==> src/rtl/tune_pkg.sv <==
// rtl/tune_pkg.sv - shared note type, field widths and sequencer states
package tune_pkg;
    localparam int FREQ_W = 10;
    localparam int DUR_W  = 10;

    typedef struct packed {
        logic [FREQ_W-1:0] freq;
        logic [DUR_W-1:0]  dur;
    } note_t;

    typedef enum logic [1:0] {IDLE, PLAY, GAP} state_t;
endpackage

==> src/rtl/tune_sequencer_if.sv <==
// rtl/tune_sequencer_if.sv - note handshake between tune generator and sequencer
interface tune_sequencer_if;
    import tune_pkg::*;

    logic              note_valid;
    logic              note_ready;
    logic [FREQ_W-1:0] note_freq;
    logic [DUR_W-1:0]  note_dur;

    modport master (output note_valid, note_freq, note_dur, input note_ready);
    modport slave  (input note_valid, note_freq, note_dur, output note_ready);
endinterface

==> src/rtl/tune_sequencer_note_fifo.sv <==
// rtl/tune_sequencer_note_fifo.sv - power-of-two note FIFO with synchronous flush
module note_fifo
    import tune_pkg::*;
#(
    parameter int DEPTH = 8
) (
    input  logic                   clk,
    input  logic                   reset,
    input  logic                   flush,
    input  logic                   push,
    input  logic                   pop,
    input  note_t                  din,
    output note_t                  dout,
    output logic                   full,
    output logic                   empty,
    output logic [$clog2(DEPTH):0] count
);
    localparam int AW = $clog2(DEPTH);

    note_t         mem [DEPTH];
    logic [AW-1:0] wr_ptr;
    logic [AW-1:0] rd_ptr;
    logic          do_push;
    logic          do_pop;

    assign full    = (count == (AW+1)'(DEPTH));
    assign empty   = (count == '0);
    assign do_push = push && !full && !flush;
    assign do_pop  = pop && !empty && !flush;
    assign dout    = mem[rd_ptr];

    always_ff @(posedge clk) begin
        if (do_push) mem[wr_ptr] <= din;
    end

    // Pointers wrap naturally because DEPTH is a power of two.
    always_ff @(posedge clk or posedge reset) begin
        if (reset) begin
            wr_ptr <= '0;
            rd_ptr <= '0;
            count  <= '0;
        end else if (flush) begin
            wr_ptr <= '0;
            rd_ptr <= '0;
            count  <= '0;
        end else begin
            if (do_push) wr_ptr <= wr_ptr + 1'b1;
            if (do_pop)  rd_ptr <= rd_ptr + 1'b1;
            case ({do_push, do_pop})
                2'b10:   count <= count + 1'b1;
                2'b01:   count <= count - 1'b1;
                default: count <= count;
            endcase
        end
    end
endmodule

==> src/rtl/tune_sequencer.sv <==
// rtl/tune_sequencer.sv - queues notes and plays them as a square wave with gaps
module tune_sequencer
    import tune_pkg::*;
#(
    parameter int CLK_HZ           = 48_000_000,
    parameter int TICKS_PER_MS     = CLK_HZ / 1000,
    parameter int ACC_W            = 32,
    parameter int PHASE_INC_PER_HZ = 89,
    parameter int DEPTH            = 8,
    parameter int GAP_MS           = 20
) (
    input  logic                   clk,
    input  logic                   reset,
    tune_sequencer_if.slave        note,
    input  logic                   abort,
    output logic [$clog2(DEPTH):0] fifo_count,
    output logic                   busy,
    output logic                   song
);
    localparam int MS_W = $clog2(TICKS_PER_MS + 1);

    state_t            state, state_next;
    note_t             head;
    logic              full, empty, pop;
    logic [FREQ_W-1:0] freq_q;
    logic [DUR_W-1:0]  dur_cnt;
    logic [MS_W-1:0]   ms_cnt;
    logic [ACC_W-1:0]  acc;
    logic [ACC_W-1:0]  inc;
    logic              tick, last;

    note_fifo #(.DEPTH(DEPTH)) u_fifo (
        .clk   (clk),
        .reset (reset),
        .flush (abort),
        .push  (note.note_valid),
        .pop   (pop),
        .din   ('{freq: note.note_freq, dur: note.note_dur}),
        .dout  (head),
        .full  (full),
        .empty (empty),
        .count (fifo_count)
    );

    assign note.note_ready = !full;
    assign busy = (state != IDLE);
    // Truncating operands first keeps the product exact modulo 2^ACC_W.
    assign inc  = ACC_W'(freq_q) * ACC_W'(PHASE_INC_PER_HZ);
    assign tick = (ms_cnt == MS_W'(TICKS_PER_MS - 1));
    assign last = tick && (dur_cnt == DUR_W'(1));

    always_ff @(posedge clk or posedge reset) begin
        if (reset) state <= IDLE;
        else       state <= state_next;
    end

    always_comb begin
        state_next = state;
        pop        = 1'b0;
        if (abort) begin
            state_next = IDLE;
        end else begin
            case (state)
                IDLE: if (!empty) begin
                    pop = 1'b1;
                    if (head.dur != '0) state_next = PLAY;
                end
                PLAY:    if (last) state_next = (GAP_MS > 0) ? GAP : IDLE;
                GAP:     if (last) state_next = IDLE;
                default: state_next = IDLE;
            endcase
        end
    end

    // dur_cnt is reloaded with GAP_MS on the last PLAY tick so GAP reuses the ms counters.
    always_ff @(posedge clk or posedge reset) begin
        if (reset) begin
            freq_q  <= '0;
            dur_cnt <= '0;
            ms_cnt  <= '0;
            acc     <= '0;
            song    <= 1'b0;
        end else if (abort) begin
            dur_cnt <= '0;
            ms_cnt  <= '0;
            acc     <= '0;
            song    <= 1'b0;
        end else begin
            case (state)
                IDLE: begin
                    song <= 1'b0;
                    if (pop) begin
                        freq_q  <= head.freq;
                        dur_cnt <= head.dur;
                        ms_cnt  <= '0;
                        acc     <= '0;
                    end
                end
                PLAY: begin
                    acc  <= acc + inc;
                    song <= (freq_q != '0) && acc[ACC_W-1];
                    if (tick) begin
                        ms_cnt  <= '0;
                        dur_cnt <= last ? DUR_W'(GAP_MS) : dur_cnt - 1'b1;
                    end else begin
                        ms_cnt <= ms_cnt + 1'b1;
                    end
                end
                GAP: begin
                    song <= 1'b0;
                    if (tick) begin
                        ms_cnt  <= '0;
                        dur_cnt <= dur_cnt - 1'b1;
                    end else begin
                        ms_cnt <= ms_cnt + 1'b1;
                    end
                end
                default: song <= 1'b0;
            endcase
        end
    end
endmodule

==> src/flat_wrapper.sv <==
// flat-port wrapper written by rule: the top's interface ports become plain ports
module tune_sequencer_flat import tune_pkg::*;
#(
    parameter int CLK_HZ           = 48_000_000,
    parameter int TICKS_PER_MS     = CLK_HZ / 1000,
    parameter int ACC_W            = 32,
    parameter int PHASE_INC_PER_HZ = 89,
    parameter int DEPTH            = 8,
    parameter int GAP_MS           = 20
)
  (clk, reset, abort, fifo_count, busy, song, note_note_valid, note_note_freq, note_note_dur, note_note_ready);
  tune_sequencer_if note_i ();
  input  logic clk;
  input  logic reset;
  input  logic abort;
  output logic [$clog2(DEPTH):0] fifo_count;
  output logic busy;
  output logic song;
  input wire logic [$bits(note_i.note_valid)-1:0] note_note_valid;
  input wire logic [$bits(note_i.note_freq)-1:0] note_note_freq;
  input wire logic [$bits(note_i.note_dur)-1:0] note_note_dur;
  output wire logic [$bits(note_i.note_ready)-1:0] note_note_ready;
  assign note_i.note_valid = note_note_valid;
  assign note_i.note_freq = note_note_freq;
  assign note_i.note_dur = note_note_dur;
  assign note_note_ready = note_i.note_ready;
  tune_sequencer #(.CLK_HZ(CLK_HZ), .TICKS_PER_MS(TICKS_PER_MS), .ACC_W(ACC_W), .PHASE_INC_PER_HZ(PHASE_INC_PER_HZ), .DEPTH(DEPTH), .GAP_MS(GAP_MS)) u_core (.clk(clk), .reset(reset), .note(note_i), .abort(abort), .fifo_count(fifo_count), .busy(busy), .song(song));
endmodule
==> config.mk <==
export PLATFORM = sky130hd
export DESIGN_NAME = tune_sequencer_flat
export DESIGN_NICKNAME = d
export VERILOG_FILES = /design/src/rtl/tune_pkg.sv /design/src/rtl/tune_sequencer_if.sv /design/src/rtl/tune_sequencer_note_fifo.sv /design/src/rtl/tune_sequencer.sv /design/src/flat_wrapper.sv
export SDC_FILE = /design/constraint.sdc
export NUM_CORES = 1
export LEC_CHECK = 0
export BUFFER_PORTS_ARGS = -buffer_cell sky130_fd_sc_hd__buf_2
export CAP_MARGIN = 25
export CORE_ASPECT_RATIO = 0.9
export CORE_MARGIN = 2
export CORE_UTILIZATION = 45
export CTS_CLUSTER_SIZE = 30
export DETAILED_ROUTE_END_ITERATION = 10
export PLACE_DENSITY = 0.59
export SYNTH_ARGS = -nofsm -noshare
export SYNTH_HDL_FRONTEND = slang
export SYNTH_HIERARCHICAL = 1
export SYNTH_SLANG_ARGS = --single-unit
==> constraint.sdc <==
create_clock -name clk -period 12 [get_ports clk]
set_input_delay 1.2 -clock clk [delete_from_list [all_inputs] [get_ports clk]]
set_output_delay 1.2 -clock clk [all_outputs]
set_load 0.02 [all_outputs]
-- After elaboration in Yosys (flattened, before gate mapping)
Memories as Yosys holds them, arrays and structs flattened.
Index checks and enable logic that the tools add are counted.
- add/sub/neg operators: 7
- multipliers: 1
- equality and inequality tests: 14
- muxes and demuxes: 32
- bitwise logic cells: 1
- reductions and logical operators: 26
- operator list (cell ; number):
    $mux 32 ; 2
    $pmux 32 s2 ; 1
    $mux 10 ; 5
    $mux 16 ; 3
    $add 32x17->32 ; 1
    $pmux 16 s2 ; 1
    $pmux 10 s3 ; 1
    $reduce_bool 10->1 ; 2
    $mul 10x7->17 const B ; 1
    $add 16x1->16 const B ; 1
    $eq 16x16->1 const B ; 1
    $ne 3x2->1 const B ; 5
    $mux 3 ; 4
    $eq 10x1->1 const B ; 1
    $mux 2 ; 5
    $sub 10x1->10 const B ; 1
    $reduce_bool 3->1 ; 3
    $pmux 4 s2 ; 1
    $reduce_and 4->1 ; 2
    $mux 1 ; 7
    $add 3x1->3 const B ; 2
    $logic_and 1x1->1 ; 6
    $ne 3x3->1 const B ; 2
    $pmux 2 s3 ; 1
    15 further kinds ; 22
- flip-flop bits (word level): 81
- bits in writable memories: 160
- input port bits: 24
- memories kept: 1
- memories (name ; words ; width ; read ports ; clocked after Yosys merged registers in ; write ports ; RTL line ; source):
    u_core.u_fifo.mem ; 8 ; 20 ; 1 ; 0 ; 1 ; tune_sequencer_note_fifo.sv:20 ; note_t mem [DEPTH];

-- Longest topological paths before layout
Gate-level depths: netlist of the first run.
- depth in word-level cells: 9
- mapped depth: 16

-- Hierarchy
The synthesis of the first run kept the hierarchy.
- by module, submodules not included (module ; times used ; cells each ; area each (µm²) ; sequential area each (µm²)):
    note_fifo ; 1 ; 311 ; 6715.2 ; 5054.8
    tune_sequencer ; 1 ; 655 ; 5974.5 ; 1776.7

-- Least setup slack after synthesis of the first run
OpenSTA, ideal clock, no wires.
- path type: reg2reg
- start: register u_core.freq_q[5]
- end: register u_core.acc[31]
- library setup time: 126 ps
- arrival: 4076 ps
- data required time: 11874 ps
- slack: 7798 ps
- stages on the path, launching flop included: 15
- path buffers: 1
- cell sequence: dfrtp_1 -> ha_1 -> fa_1 -> inv_1 -> fa_1 -> fa_1 -> inv_1 -> ha_1 -> clkbuf_8 -> nand3_2 -> nor4_4 -> o31ai_2 -> a211oi_4 -> o21ai_2 -> a221o_1
- word-level cells in the longest chain between the ends: 4
- ends and longest elaborated chain (what ; RTL line ; source):
    from (decl) ; tune_sequencer.sv:25 ; logic [FREQ_W-1:0] freq_q;
    from (signal assigned) ; tune_sequencer.sv:93 ; freq_q <= head.freq;
    $mul 10x7->17 ; tune_sequencer.sv:48 ; assign inc = ACC_W'(freq_q) * ACC_W'(PHASE_INC_PER_HZ);
    $add 32x17->32 ; tune_sequencer.sv:100 ; acc <= acc + inc;
    $pmux 32 s2 ; tune_sequencer.sv:89 ; case (state)
    $mux 32 ; tune_sequencer.sv:83 ; end else if (abort) begin
    to (signal assigned) ; tune_sequencer.sv:100 ;
    to (decl) ; tune_sequencer.sv:28 ; logic [ACC_W-1:0] acc;
Every way passes these cells.
A chain may end at the register's enable or synchronous reset.

-- Worst setup path in the final report of the first run
Ends and elaborated chain as after synthesis.

==> results.json, run 1 <==
{
  "vias": 7678,
  "yosysWarnings": 6,
  "synth_top_family_by_area": "simple AND/OR/NAND/NOR gates",
  "syn_inst": 966,
  "max_freq_ghz": 0.219,
  "yosys.area_share.simple_pct": 10.8,
  "max-cap-violations": 0,
  "reg2reg_depth": 13,
  "finalSetupViolCount": 0,
  "die_w_um": 181,
  "cp-startpoint": "u_core/freq_q[5]",
  "critPathCaptureType": "register",
  "fp-row-count": 58,
  "drt_pass1_iterations": 5,
  "hpwl_mm": 16.8,
  "slew_headroom_pct": 44.0,
  "ys_seq_elements": 241,
  "post-cts-setup-buffers": 0,
  "worst-path-stages": 13,
  "min_path_type": "reg2reg",
  "required_ns": 12.43,
  "clk_latency_ns": 0.55,
  "drt-total-wl_mm": 25.9,
  "antenna_left": 0,
  "layout-drive-gt1-share_pct": 17.9,
  "worstMarginPinSlew_ns": 0.839,
  "slowest_stage": "fa_1",
  "crit_end": "u_core/acc[31]",
  "synth_compound_area_share_pct": 8.91,
  "cts_buffers": 27,
  "cp_common_cell": "fa_1",
  "synthArstFlopShare_pct": 33.6,
  "final_cell_mix": "edfxtp_1, dfrtp_1, inv_1",
  "netlist.area_leader.share_pct": 37.9,
  "worstHoldStart": "u_core/acc[13]",
  "hold_viol": 0,
  "place_area_um2": 13200,
  "grt_pass1_wl_mm": 41.7,
  "cpLargestDelayFamily": "adder cells",
  "synth_largest_area_cell": "edfxtp_1",
  "cts_tree": "yes",
  "core_um2": 27900,
  "synth_area_um2": 12700,
  "regToRegSetupSlack_ns": 7.44,
  "vias_per_cell": 5.58,
  "synth_mux_area_share_pct": 10.5,
  "drt_iter0_drc": 617,
  "critPathBufInv": 2,
  "reg2reg_from": "u_core/freq_q[5]",
  "worstReg2RegEnd": "u_core/acc[31]",
  "critical-path-max-stage-delay_ns": 0.54,
  "seq_area_frac_synth_pct": 53.8,
  "grt_usage_pct": 17.9,
  "wl_per_cell_um": 18.9,
  "root_buffer": "clkbuf_16",
  "path_max_fanout": 9,
  "layout_commonest_cell": "edfxtp_1",
  "synthTopCellsByArea": "edfxtp_1, dfrtp_1, mux4_2, ha_1, fa_1",
  "drv_slew": 0,
  "finalNonFillerCells": 1376,
  "dp.cells": 1329,
  "syn-num-nets": 1078,
  "synth-main-ff-cell": "edfxtp_1",
  "synth-xor-area-share_pct": 1.79,
  "avgSynthCellArea_um2": 13.1,
  "die_h_um": 163,
  "arrival_ns": 4.99,
  "gr-total-overflow": 0,
  "clkTransAtPathRegs_ns": 0.06,
  "post_cts_resized": 0,
  "gp_congestion": 0.755,
  "clock_sinks": 241,
  "io_buffer_count": 30,
  "drc": 0,
  "ctsHoldBuffers": 0,
  "cts_max_level": 1,
  "start_util_pct": 45.5,
  "synth_edf_count": 160,
  "clock_skew_ns": 0.00816,
  "syn2layout_area_growth_pct": 10.6,
  "timing.final.crit_share_pct": 38.0,
  "path_cells": "ha_1, fa_1, inv_1, fa_1, fa_1, inv_1, ha_1, nand3_2, nor4_4, o31ai_2, a211oi_4, o21ai_2, a221o_1",
  "worstSetupStartpointType": "register",
  "synth_adder_area_share_pct": 10.2,
  "grt_max_degree": 51,
  "antenna_found_initial": 3,
  "holdWs_ns": 0.496,
  "period_needed_ns": 4.56,
  "tns_ns": 0,
  "pin_count": 31,
  "final_nets": 1110,
  "grt_pass1_vias": 7527,
  "rsz0062_at_grt": "false",
  "stdcell_area_um2": 14000,
  "clock_path_buffers": 3,
  "status": "completed",
  "ys_types": 74,
  "die_area_um2": 29600,
  "critPathKind": "reg2reg"
}
-- per-layer routing --
metal	share of wire [%]	GRT usage [%]	vias up
met2	44	27.6	130
met1	50	26.9	3812
met4	1.9	4.21	4
li1	-	-	3696
met5	0.073	0	-
met3	4.2	2.85	36
-- logic make-up after synthesis --
kind of cell	Yosys count
AND/OR/NAND/NOR	261
adder cells (fa/ha/maj)	88
XOR/XNOR	26
flip-flops	241
buffers and inverters	114
multiplexers	80
AO/OA/AOI/OAI	156
-- state kept, by name, summed over array words and instances, names as in the netlist --
register	count
u_core/acc	32
u_core/dur_cnt	10
u_core/freq_q	10
u_core/ms_cnt	16
u_core/song	1
u_core/state	2
u_core/u_fifo/count	4
u_core/u_fifo/mem	160
u_core/u_fifo/rd_ptr	3
u_core/u_fifo/wr_ptr	3
-- layout make-up --
cell class	count	area [um^2]
Fill cell	2402	13800
Sequential cell	241	6830
Multi-Input combinational cell	611	5400
Clock buffer	35	706
Tap cell	360	450
Inverter	75	282
Timing Repair Buffer	42	244
Clock inverter	11	116
Antenna cell	1	2.50
-- stage by stage --
step           setup slack, ns  util (%)
2_1_floorplan             7.80         -
3_3_place_gp              7.50      47.4
3_5_place_dp              7.41      47.4
4_1_cts                   7.42      50.4
5_1_grt                   7.17      50.4
6_report                  7.44      50.4
-- Yosys cell counts (all sizes together), types with 4 or more instances --
cell	instances
a211oi	16
a21o	9
a21oi	26
a221o	5
a22o	6
and2	4
and3	13
buf	19
clkbuf	20
dfrtp	81
edfxtp	160
fa	26
ha	62
inv	75
mux2	28
mux2i	12
mux4	40
nand2	61
nand2b	9
nand3	34
nand4	10
nor2	56
nor2b	5
nor3	22
nor3b	6
nor4	11
o211ai	5
o21ai	44
o31ai	14
o41ai	5
or3	10
or4	4
xnor2	14
xor2	12
-- worst min-delay path, delay by kind of cell, from the launching register on --
kind | cells | cell delay [ns]
flip-flops | 1 | 0.34
AND/OR/NAND/NOR | 1 | 0.05
AO/OA/AOI/OAI | 1 | 0.06
-- worst min path at each step --
stage	end	slack [ns]	cells after the start
finish	u_core/acc[13]	0.50	2
global route	u_core/acc[17]	0.53	2
CTS	u_core/acc[16]	0.50	2
detailed placement	u_core/acc[13]	0.48	2
global placement	u_core/acc[13]	0.47	2
floorplan	u_core/acc[5]	0.45	2
Power of run 1 is left out: the tool's default activity adds up to more than one toggle a clock period on the data nets, which glitch-free logic cannot reach.
==> run 2, diff against run 1 <==
- PLACE_DENSITY: 0.59 -> 0.61
- clock period: 12 -> 4 ns (I/O delays scaled with it)
==> run 2 against run 1 <==
The run now ends with negative setup slack left. Clock-buffer cell count increased by 3. Routed wire length increased by 4.3%. Die area unchanged. Global-route usage rose by 0.64 points. Flip-flop and latch count did not move. Hold slack lost 0.39 ns. Utilization rose by 2.8 points. Fmax rose by 13%. Design area increased by 5.6%. Cell count is 4.4% higher. Highest routed layer unchanged.
==> results.json, run 2 (synthesis results as in run 1) <==
{
  "status": "finished, violations left",
  "violations": "negative setup slack",
  "reg2reg_depth": 16,
  "min_path_type": "in2reg",
  "rsz0062_at_grt": "true",
  "io_buffer_count": 30,
  "setup_slack_ns": -0.0335,
  "place_area_um2": 13600,
  "pin_count": 31,
  "cpLargestDelayFamily": "adder cells",
  "max_freq_ghz": 0.248,
  "met3_usage_pct": 3.03,
  "grt_usage_pct": 18.6,
  "root_buffer": "clkbuf_16",
  "vias": 7945,
  "path_cells": "ha_1, inv_2, fa_1, inv_2, fa_1, inv_2, fa_1, inv_2, ha_4, nand2_4, nor4_4, o31ai_4, a211oi_4, buf_6, mux2i_1, nand3_1",
  "drv_slew": 0,
  "finalNonFillerCells": 1437,
  "die_area_um2": 29600,
  "reg.largest.list": "u_core/u_fifo/mem: 160 flops, u_core/acc: 32 flops, u_core/ms_cnt: 16 flops",
  "critical-path-max-stage-delay_ns": 0.52,
  "fp-row-count": 58,
  "vias_per_cell": 5.53,
  "drc": 0,
  "grt_max_degree": 40,
  "grt_pass1_vias": 7934,
  "arrival_ns": 4.45,
  "slowest_stage": "fa_1",
  "drt_iter0_drc": 530,
  "start_util_pct": 45.5,
  "finish.utilization_pct": 53.2,
  "timing.final.crit_share_pct": 101,
  "worst-path-stages": 16,
  "die_h_um": 163,
  "gp_congestion": 0.811,
  "hold_viol": 0,
  "largest_register_ffs": 160,
  "final_cell_mix": "edfxtp_1, dfrtp_1, inv_1",
  "drt_pass1_iterations": 5,
  "grt_use_met1_pct": 26.9,
  "slew_headroom_pct": 49.1,
  "cp_common_cell": "inv_2",
  "wl_per_cell_um": 18.8,
  "min_path_cells": 1,
  "stdcell_area_um2": 14800,
  "cts_tree": "yes",
  "worstSetupStartpointType": "register",
  "top_usage_layer": "met2",
  "core_um2": 27900,
  "tns_ns": -0.0626,
  "max-cap-violations": 0,
  "critPathKind": "reg2reg",
  "critPathCaptureType": "register",
  "clock_skew_ns": 0.0182,
  "gr-total-overflow": 0,
  "period_needed_ns": 4.03,
  "layout-drive-gt1-share_pct": 26.4,
  "finalSetupViolCount": 2,
  "syn2layout_area_growth_pct": 16.8,
  "cts_max_level": 1,
  "critPathBufInv": 5,
  "antenna_found_initial": 2,
  "path_max_fanout": 6,
  "clkTransAtPathRegs_ns": 0.06,
  "grt_pass1_wl_mm": 43.2,
  "clk_latency_ns": 0.55,
  "cts_buffers": 26,
  "required_ns": 4.42,
  "hpwl_mm": 17.6,
  "regMostFlops": "u_core/u_fifo/mem",
  "drt-total-wl_mm": 27.1,
  "die_w_um": 181,
  "final_nets": 1168,
  "use_met2_pct": 29.8,
  "dp.cells": 1378,
  "antenna_left": 0,
  "worstMarginPinSlew_ns": 0.763,
  "layout_commonest_cell": "edfxtp_1",
  "clock_sinks": 241,
  "clock_path_buffers": 3
}
## run 2: cell count changes in the layout (fill, tap and decap cells not counted), moves of 6 or more
cell / before / now
buf_4: 11 / 63
ha_1: 62 / 51
ha_4: 0 / 10
a211oi_2: 2 / 10
a211oi_1: 13 / 6
inv_1: 74 / 67
inv_2: 1 / 8
nor2_2: 2 / 8
## run 2: routing by layer
| layer | part of all wire, % | up-vias |
|---|---|---|
| met4 | 1.9 | 2 |
| met2 | 46 | 142 |
| met3 | 4.4 | 43 |
| met5 | 0.048 | - |
| li1 | - | 3811 |
| met1 | 48 | 3947 |
## run 2: repair_timing
item	in CTS	in global routing
setup endpoints to repair	19	22
gates resized for setup	34	28
endpoints found under the hold margin	10	0
pin swaps	16	18
buffers inserted	5	2
gates cloned	1	1
hold buffers	1	0
## run 2: worst paths after layout
path	slack [ns]	end	start
max	-0.03	u_core/acc[27]	u_core/freq_q[3]
min	0.11	u_core/u_fifo/mem[2][7]	note_note_dur[7]
max reg2reg	-0.03	u_core/acc[27]	u_core/freq_q[3]
min reg2reg	0.49	u_core/acc[13]	u_core/acc[13]
max in group asynchronous	2.37	u_core/dur_cnt[0]	reset
min in group asynchronous	0.43	u_core/u_fifo/wr_ptr[1]	reset
## run 2: per-stage QoR
stage                     hold WS, ns  setup slack [ns]
final                           0.110           -0.0335
after global routing            0.106            -0.160
after CTS                      0.0911           0.00175
after detailed placement        0.470            -0.289
after global placement          0.465            -0.191
after floorplan                 0.240           -0.0348
## run 2: final cells by class
type | count | area [um^2]
clock inverter | 10 | 123
inverter | 75 | 282
clock buffer | 38 | 716
sequential | 241 | 6840
antenna | 1 | 2.50
fill | 2362 | 13000
timing repair buffer | 99 | 698
tap | 360 | 450
multi-input combinational | 613 | 5720
Power of run 2 is left out for the same reason.
==> run 3, diff against run 2 <==
- BUFFER_PORTS_ARGS: -buffer_cell sky130_fd_sc_hd__buf_2 -> -buffer_cell sky130_fd_sc_hd__buf_4
==> run 3 against run 2 <==
The run still ends with negative setup slack left. Largest cell class unchanged. Routed wire length decreased by 1.4%. Critical path depth unchanged. Flip-flop and latch count unchanged.
==> results.json, run 3 (synthesis results as in run 1) <==
{
  "reg.largest.list": "u_core/u_fifo/mem: 160 flops, u_core/acc: 32 flops, u_core/ms_cnt: 16 flops",
  "root_buffer": "clkbuf_16",
  "max-cap-violations": 0,
  "drt_pass1_iterations": 5,
  "drt_iter0_drc": 510,
  "setup_slack_ns": -0.00768,
  "vias_per_cell": 5.54,
  "gr-total-overflow": 0,
  "dp_slack_ns": -0.252,
  "arrival_ns": 4.43,
  "drc": 0,
  "die_w_um": 181,
  "grt_pass1_wl_mm": 43.4,
  "worstHoldStart": "note_note_freq[8]",
  "antenna_left": 0,
  "slowest_stage": "fa_1",
  "largest_register_ffs": 160,
  "diodes": 0,
  "path_max_fanout": 6,
  "holdWs_ns": 0.0689,
  "clock_skew_ns": 0.0239,
  "rsz0062_at_grt": "true",
  "critPathCaptureType": "register",
  "grt_usage_pct": 18.6,
  "fp-row-count": 58,
  "antenna_found_initial": 0,
  "final_nets": 1172,
  "hold_viol": 0,
  "drv_slew": 0,
  "reg2reg_from": "u_core/freq_q[3]",
  "grt_max_degree": 39,
  "worstSetupStartpointType": "register",
  "fill_cells": 2370,
  "critical-path-max-stage-delay_ns": 0.51,
  "cts_buffers": 26,
  "clock_sinks": 241,
  "violations": "negative setup slack",
  "path_cells": "ha_1, inv_2, fa_1, inv_2, fa_1, inv_1, fa_1, inv_2, ha_4, nand2_4, nor4_4, o31ai_4, a211oi_4, buf_4, o21ai_2, a221o_1",
  "final_cell_mix": "edfxtp_1, buf_4, dfrtp_1",
  "io_buffer_count": 30,
  "clock_path_buffers": 3,
  "regMostFlops": "u_core/u_fifo/mem",
  "dp.cells": 1384,
  "clkTransAtPathRegs_ns": 0.06,
  "finalSetupViolCount": 1,
  "period_needed_ns": 4.01,
  "pin_count": 31,
  "clk_latency_ns": 0.56,
  "max_freq_ghz": 0.250,
  "cts_tree": "yes",
  "cp-startpoint": "u_core/freq_q[3]",
  "vias": 7971,
  "start_util_pct": 45.5,
  "finalNonFillerCells": 1439,
  "min_path_type": "in2reg",
  "hpwl_mm": 17.4,
  "drt-total-wl_mm": 26.7,
  "cts_max_level": 1,
  "syn2layout_area_growth_pct": 17.5,
  "die_h_um": 163,
  "critPathKind": "reg2reg",
  "wl_per_cell_um": 18.5,
  "core_um2": 27900,
  "grt_pass1_vias": 8029,
  "die_area_um2": 29600,
  "layout-drive-gt1-share_pct": 26.5,
  "timing.final.crit_share_pct": 100,
  "layout_commonest_cell": "edfxtp_1",
  "slew_headroom_pct": 48.5,
  "gp_congestion": 0.776,
  "required_ns": 4.43,
  "status": "finished, violations left",
  "worstMarginPinSlew_ns": 0.772
}
==> run 3: area by class of cell <==
type	instances	area (um^2)	share of cell area (%)
Clock inverter	18	198	1.33
Sequential cell	241	6840	45.8
Timing Repair Buffer	104	812	5.45
Tap cell	360	450	3.02
Inverter	75	282	1.89
Clock buffer	29	662	4.44
Multi-Input combinational cell	612	5670	38.0
==> run 3: timing repair <==
| item | CTS | global route |
|---|---|---|
| cloned | 0 | 1 |
| endpoints found under the setup margin | 19 | 21 |
| gates resized for setup | 23 | 24 |
| hold buffers | 1 | 0 |
| endpoints found under the hold margin | 10 | 0 |
| buffers inserted | 2 | 5 |
| pin swaps | 22 | 24 |
==> run 3: stage by stage <==
step | setup TNS, ns | utilization (%) | area, um^2
6_report | -0.00768 | 53.5 | 14900
3_3_place_gp | -1.50 | 49.3 | 13700
2_1_floorplan | -0.0771 | - | 12700
4_1_cts | -0.00639 | 52.9 | 14700
3_5_place_dp | -2.55 | 49.3 | 13700
5_1_grt | -0.825 | 53.5 | 14900
==> run 3: final timing paths <==
kind / endpoint / slack [ns] / cells past startpoint
worst min register to register: u_core/acc[13] / 0.48 / 2
worst min-delay path: u_core/u_fifo/mem[4][18] / 0.07 / 1
max in group asynchronous: u_core/ms_cnt[12] / 2.61 / 4
min in group asynchronous: u_core/u_fifo/wr_ptr[1] / 0.43 / 3
worst max register to register: u_core/acc[31] / -0.008 / 16
worst max-delay path: u_core/acc[31] / -0.008 / 16
==> run 3: critical path, delay by kind of cell (launching register included) <==
family	cells	cell delay (ns)
compound gates	4	0.73
simple gates	2	0.35
flops	1	0.40
buf+inv	5	0.34
fa+ha+maj	5	2.07
==> run 3: routing by layer <==
metal  routed length (um)  part of all wire (%)  up-vias  GRT usage [%]
met5                    0                     0        -              0
li1                     -                     -     3814              -
met1                12800                    48     3993           26.6
met4                  540                   2.0        0           4.07
met3                 1110                   4.1       39           2.76
met2                12300                    46      125           30.3
Power of run 3 is left out for the same reason.
